===== src/rtl/fetch_unit.sv =====
// rtl/fetch_unit.sv - instruction fetch stage: PC, ROM strobes, 1/2-byte assembly, JMP/LDO resolution (option: FETCH_HALT_RESUME_EN)
module fetch_unit (
  input  logic       clk,
  input  logic       rst_n,
  output logic [7:0] rom_addr,
  output logic       rom_read,
  output logic       rom_ena,
  input  logic [7:0] rom_data,
  output logic       ir_valid,
  input  logic       ir_ready,
  output logic [3:0] ir_op,
  output logic [3:0] ir_reg,
  output logic [7:0] ir_imm,
  output logic       ir_long,
  output logic [7:0] pc,
`ifdef FETCH_HALT_RESUME_EN
  input  logic       resume,
`endif
  output logic       halted
);

  localparam logic [3:0] OP_NOP = 4'h0;
  localparam logic [3:0] OP_LDO = 4'h1;
  localparam logic [3:0] OP_LDA = 4'h2;
  localparam logic [3:0] OP_STO = 4'h5;
  localparam logic [3:0] OP_JMP = 4'hE;
  localparam logic [3:0] OP_HLT = 4'hF;

  typedef enum logic [2:0] {
    S_FETCH,
    S_OPND,
    S_LDDATA,
    S_ISSUE,
    S_HALT
  } state_t;

  state_t     r_state;
  state_t     w_next;
  logic [7:0] r_pc;
  logic [3:0] r_op;
  logic [3:0] r_reg;
  logic [7:0] r_imm;
  logic       r_long;
  logic [3:0] w_fetch_op;
  logic       w_fetch_long;
  logic       w_rom_on;

  assign w_fetch_op   = rom_data[7:4];
  assign w_fetch_long = (w_fetch_op == OP_LDO) || (w_fetch_op == OP_LDA) ||
                        (w_fetch_op == OP_STO) || (w_fetch_op == OP_JMP);

  // State register; reset aborts any partially assembled instruction
  always_ff @(posedge clk or negedge rst_n) begin
    if (!rst_n) r_state <= S_FETCH;
    else        r_state <= w_next;
  end

  // Next-state decode and ROM/handshake outputs
  always_comb begin
    w_next   = r_state;
    w_rom_on = 1'b0;
    rom_addr = r_pc;
    ir_valid = 1'b0;
    halted   = 1'b0;
    case (r_state)
      S_FETCH: begin
        w_rom_on = 1'b1;
        if (w_fetch_op == OP_NOP) w_next = S_FETCH;
        else if (w_fetch_long)    w_next = S_OPND;
        else                      w_next = S_ISSUE;
      end
      S_OPND: begin
        w_rom_on = 1'b1;
        if (r_op == OP_JMP)      w_next = S_FETCH;
        else if (r_op == OP_LDO) w_next = S_LDDATA;
        else                     w_next = S_ISSUE;
      end
      S_LDDATA: begin
        // LDO data word lives at the address carried by the operand byte
        w_rom_on = 1'b1;
        rom_addr = r_imm;
        w_next   = S_ISSUE;
      end
      S_ISSUE: begin
        ir_valid = 1'b1;
        if (ir_ready) w_next = (r_op == OP_HLT) ? S_HALT : S_FETCH;
      end
      S_HALT: begin
        halted = 1'b1;
`ifdef FETCH_HALT_RESUME_EN
        if (resume) w_next = S_FETCH;
`endif
      end
      default: w_next = S_FETCH;
    endcase
  end

  assign rom_ena  = w_rom_on;
  assign rom_read = w_rom_on;

  // Instruction register and PC; rom_data is only sampled in ROM-enabled states
  always_ff @(posedge clk or negedge rst_n) begin
    if (!rst_n) begin
      r_pc   <= 8'h00;
      r_op   <= 4'h0;
      r_reg  <= 4'h0;
      r_imm  <= 8'h00;
      r_long <= 1'b0;
    end else begin
      case (r_state)
        S_FETCH: begin
          r_op   <= rom_data[7:4];
          r_reg  <= rom_data[3:0];
          r_imm  <= 8'h00;
          r_long <= 1'b0;
          r_pc   <= r_pc + 8'd1;
        end
        S_OPND: begin
          r_imm  <= rom_data;
          r_long <= 1'b1;
          r_pc   <= (r_op == OP_JMP) ? rom_data : (r_pc + 8'd1);
        end
        S_LDDATA: r_imm <= rom_data;
        default: ;
      endcase
    end
  end

  assign pc      = r_pc;
  assign ir_op   = r_op;
  assign ir_reg  = r_reg;
  assign ir_imm  = r_imm;
  assign ir_long = r_long;

endmodule


===== config.mk =====
export PLATFORM = sky130hd
export DESIGN_NAME = fetch_unit
export DESIGN_NICKNAME = d
export VERILOG_FILES = /design/src/rtl/fetch_unit.sv
export SDC_FILE = /design/constraint.sdc
export NUM_CORES = 1
export LEC_CHECK = 0
export ABC_AREA = 1
export BUFFER_PORTS_ARGS = -buffer_cell sky130_fd_sc_hd__clkbuf_2
export CELL_PAD_IN_SITES_DETAIL_PLACEMENT = 1
export CELL_PAD_IN_SITES_GLOBAL_PLACEMENT = 2
export CORE_ASPECT_RATIO = 1.1
export CORE_UTILIZATION = 25
export DETAILED_ROUTE_END_ITERATION = 7
export PLACE_DENSITY = 0.83
export REMOVE_ABC_BUFFERS = 1
export SYNTH_ARGS = -nofsm -noshare
export SYNTH_HDL_FRONTEND = slang
export SYNTH_SLANG_ARGS = --single-unit
export TNS_END_PERCENT = 100

===== constraint.sdc =====
create_clock -name clk -period 1.27 [get_ports clk]
set_input_delay 0.254 -clock clk [delete_from_list [all_inputs] [get_ports clk]]
set_output_delay 0.254 -clock clk [all_outputs]
set_load 0.01 [all_outputs]

## Yosys cells after proc, flatten, opt, wreduce, memory -nomap -nowiden

Cells that the tools add are included.

| storage, ports and cells | value |
|---|---|
| flip-flop bits (word level) | 28 |
| latch bits | 0 |
| RAM bits | 0 |
| memory bits (read-only) | 0 |
| input bits | 11 |
| output and inout port bits | 37 |
| word-level logic and storage cells | 45 |
| memories kept | 0 |

| operators by class | value |
|---|---|
| add/subtract/negate cells | 1 |
| multiply operators | 0 |
| div/mod/pow operators | 0 |
| $lt $le $gt $ge | 0 |
| eq/ne operators | 12 |
| shift operators | 0 |
| multiplexer cells | 15 |
| bitwise operators | 1 |
| reductions and logical operators | 10 |

Operators by type and width:

| kind | number |
|---|---|
| $pmux W8 S2 | 2 |
| $mux W8 | 2 |
| $pmux W3 S5 | 1 |
| $eq A4 B4 Y1 const B | 3 |
| $add A8 B1 Y8 const B | 1 |
| $eq A4 B1 Y1 const B | 2 |
| $eq A3 B2 Y1 const B | 2 |
| $mux W2 | 3 |
| $mux W3 | 2 |
| $eq A4 B2 Y1 const B | 1 |
| $eq A4 B3 Y1 const B | 1 |
| $logic_not A4 Y1 | 1 |
| $mux W1 | 4 |
| $reduce_bool A2 Y1 | 2 |
| $eq A3 B1 Y1 const B | 1 |
| $eq A3 B3 Y1 const B | 1 |
| $logic_not A3 Y1 | 1 |
| $logic_or A1 B1 Y1 | 3 |
| $reduce_or A3 Y1 | 1 |
| $ne A2 B2 Y1 const B | 1 |
| $pmux W1 S2 | 1 |
| $reduce_and A2 Y1 | 1 |
| $reduce_or A2 Y1 | 1 |
| $not A1 Y1 | 1 |

## Depth between registers and ports, before layout

| logic depth | value |
|---|---|
| word-level depth | 7 |
| gate-level depth with buffers | 9 |
| mapped depth without buffers | 8 |

## Least setup slack after synthesis

Ideal clock, no wire load.

| timing path | value |
|---|---|
| kind | register to output |
| start point | register r_state[0] |
| end point | output port rom_addr[0] |
| data arrival time | 1.088 ns |
| slack | -0.072 ns |
| stages on the path, launching flop included | 5 |
| buffers on the path | 1 |
| cells stage by stage | dfrtp_1 inv_2 nand3_2 buf_2 o21ai_0 |

| between the ends | value |
|---|---|
| cells in the longest elaborated chain, start to end | 2 |

RTL lines:

| what | line | source |
|---|---|---|
| start, declared | 37 | `state_t r_state;` |
| start signal, assigned | 55 | `else r_state <= w_next;` |
| $eq A3 B2 Y1 | 65 | `case (r_state)` |
| $mux W8 | 65 |  |
| end, declared | 5 | `output logic [7:0] rom_addr,` |

Every way passes these cells.

## Final worst setup path

| timing path | value |
|---|---|
| start point | register r_state[2] |
| end point | output port rom_addr[4] |

The elaborated chain is that of the path after synthesis.

==> summary.txt <==
Outcome
  – Outcome: finished with violations
  – Failing checks: negative setup slack

Route
  – Drt total wl: ~5600 um
  – TritonRoute pass-1 iters: 4
  – Initial DRC Count: 41
  – DR WL/cell: between 10 and 15 um
  – Vias: around 1700
  – DR vias/cell: 4.59
  – Routed Antenna Nets: 0
  – Drc violations: 0

STA
  – Setup TNS: -6.15 ns
  – Final worst slack: -0.314 ns
  – Hold Vio Cnt, Final: 0
  – Worst Max-Slew Pin Slew: 0.383 ns
  – Final setup viols: 39
  – Worst hold slack: about 0.21 ns
  – Max-slew headroom: 0.745
  – Fmax: 0.631 GHz
  – RSZ-0062 raised after global routing: true
  – Fin crit period: 1.58 ns
  – Period utilisation layout: 1.25
  – Final Max Slew Viols: 0
  – Clock skew: ~0.0044 ns

Power
  – Power, Total: just over 7 mW
  – Worst VDD drop: 0.933 mV
  – PD cells: between 2000 and 3000 nW/um^2
  – Lkg Pwr: ~1.3 nW

Critical path
  – Capture point of the worst reg-to-reg path: pc[1]$_DFFE_PN0P_
  – CP endpoint kind: primary output
  – Critical path endpoint: rom_addr[4]
  – WP data required: between 1 and 1.5 ns
  – Worst r2r src: r_state[2]$_DFFE_PN0P_
  – Crit path launch: r_state[2]$_DFFE_PN0P_
  – R2R Setup Slk: -0.23 ns
  – Crit-path leading delay family: buffers and inverters
  – Cells along the critical path: inv_2 > nand3_4 > buf_8 > nand2_2 > o21ai_2 > buf_2
  – Crit-path max cell delay: about 0.40 ns
  – Startpoint Class: flip-flop
  – Reg2Reg Depth: 9
  – Critical-path top delay cell: dfrtp_1
  – WP depth: 6
  – Arrival @ worst endpoint: 1.33 ns
  – CP max FO: 7
  – Category of the most critical setup path: flip-flop to primary output
  – WP buf/inv: 3

CTS
  – H-Tree Depth: 1
  – Clk_lat worst skew: 0.28 ns
  – Clock Pin Slew Worst Setup and Hold Paths: ~0.11 ns
  – CTS Buf Count: 3
  – Sink Count: 28
  – Clock root cell: clkbuf_8
  – Maximum root-to-sink buffer count: 2
  – CTS tree: done

Yosys
  – FFs w/ async S/R, synth: 1.00
  – Number of flops mapped to enable cells by yosys: 0
  – Avg Cell Area, Syn: slightly below 8 um^2
  – Synth Flop Type: dfrtp_1
  – Mapped Cells: slightly above 200
  – Most frequent cell after synthesis: nand2_1
  – Syn. warnings: 0
  – Yosys top cell by area: dfrtp_1
  – Cell variety after synth: 28
  – Top post-synthesis cells by count: 60 x nand2_1, 28 x dfrtp_1, 28 x inv_1
  – Synth top area share: 0.445
  – Netlist Area Pre-Place: about 1600 um^2
  – Flops & latches, synth: 28
  – Seq/Total Area, Yosys: 0.445
  – Largest cells by area after synthesis: dfrtp_1 44%, nand2_1 14%, inv_1 6.7%

Cells and area
  – Area growth syn-to-layout: 64.2%
  – Final Cell Area: 2590 um^2
  – Antenna diodes: 0
  – Nets: approximately 310
  – Share of post-route cells with drive strength above 1: 0.512

Global routing
  – GRT Max-Usage Layer: met2
  – First-pass GRT wire length: a little under 9000 um
  – Initial antenna violation count: 0
  – Global route overflow: 0
  – Met3 Track Usage GR: 0.0118
  – Met1 usage: 0.219
  – All-Layer GR Usage: 0.168
  – M2 GR Usage: 0.304
  – Largest net degree at the start of global routing: 29
  – Vias in the first global route: ~1700

Floorplan
  – Die Y: 85.3 um
  – I/O Pins: 48
  – DIE WIDTH: 77.7 um
  – Initial core utilization: 0.266
  – DIE AREA: 6620 um^2
  – Core ar.: ~5900 um^2
  – Num rows: 29

Job
  – MaxCap Viol Count: 0

Placed design
  – GPL Wtd Cong: 0.745
  – IO buf count: 47
  – Post-DP HPWL: roughly 3800 um
  – Pre-CTS WS: -0.108 ns
  – Placed cell areas: 2060 um^2

Hold path
  – Hold Startpoint: rom_data[2]
  – Worst Hold Class: input pin to flip-flop
[worst min path at each step]
stage	slack (ns)	cells past startpoint	endpoint
after floorplan	-0.04	0	ir_imm[0]$_DFFE_PN0P_
after global placement	0.29	2	ir_reg[2]$_DFFE_PN0P_
after detailed placement	0.29	2	ir_reg[2]$_DFFE_PN0P_
after CTS	0.20	3	pc[2]$_DFFE_PN0P_
after global routing	0.23	3	pc[2]$_DFFE_PN0P_
final	0.21	3	pc[2]$_DFFE_PN0P_
[stage by stage]
step           utilization  std cells
2_1_floorplan            -        198
3_3_place_gp         0.348        349
3_5_place_dp         0.348        349
4_1_cts              0.393        362
5_1_grt              0.437        372
6_report             0.437        372
[kinds of logic (layout without fill, tap and decap cells)]
family	after synthesis	count (layout)	share of synthesized area
AND/OR/NAND/NOR	104	104	0.319
buffers and inverters	37	129	0.109
AO/OA/AOI/OAI	33	33	0.120
flip-flops	28	28	0.445
adder cells (fa/ha/maj)	1	1	0.00794
[routing by layer]
| layer | routed length, um | vias to the layer above |
|---|---|---|
| met5 | 0 | - |
| met4 | 82 | 0 |
| met3 | 93 | 4 |
| met2 | 2860 | 21 |
| met1 | 2520 | 844 |
| li1 | - | 837 |
[tightest hold or removal path: stages]
cell	delay (ns)
clkbuf_2	0.10
o21ai_1	0.07
inv_1	0.05
[cells in the final DEF (no fill, tap or decap), types with 7 or more instances in the layout]
master / synthesis / final
buf_2: 1 / 9
buf_4: 2 / 28
buf_6: 1 / 19
clkbuf_2: 0 / 34
dfrtp_1: 28 / 26
inv_1: 28 / 27
nand2_1: 60 / 50
nand2_2: 1 / 9
nand3_1: 17 / 10
nor2_1: 9 / 8
o21ai_0: 19 / 8
o21ai_2: 2 / 9
o22ai_2: 0 / 7
[final cells by class]
class | instances | area (um^2)
sequential | 28 | 703
multi-input combinational | 138 | 912
tap | 77 | 96.3
inverter | 32 | 128
timing repair buffer | 93 | 692
fill | 691 | 3330
clock buffer | 4 | 55.1
[timing repair]
action                                  CTS  global route
setup buffers                             8            11
pin swaps                                 7             9
cloned                                    1             0
hold buffers                              1             0
gates resized for setup                  41            55
endpoints found under the hold margin    28             0
endpoints found under the setup margin   28            41
[where the power goes]
group          switching [mW]  total, mW  internal (mW)
Clock                   0.303      0.581          0.278
Combinational            2.59       4.91           2.31
Sequential              0.367       1.68           1.31
No activity file was read; power rests on OpenSTA's default activity.
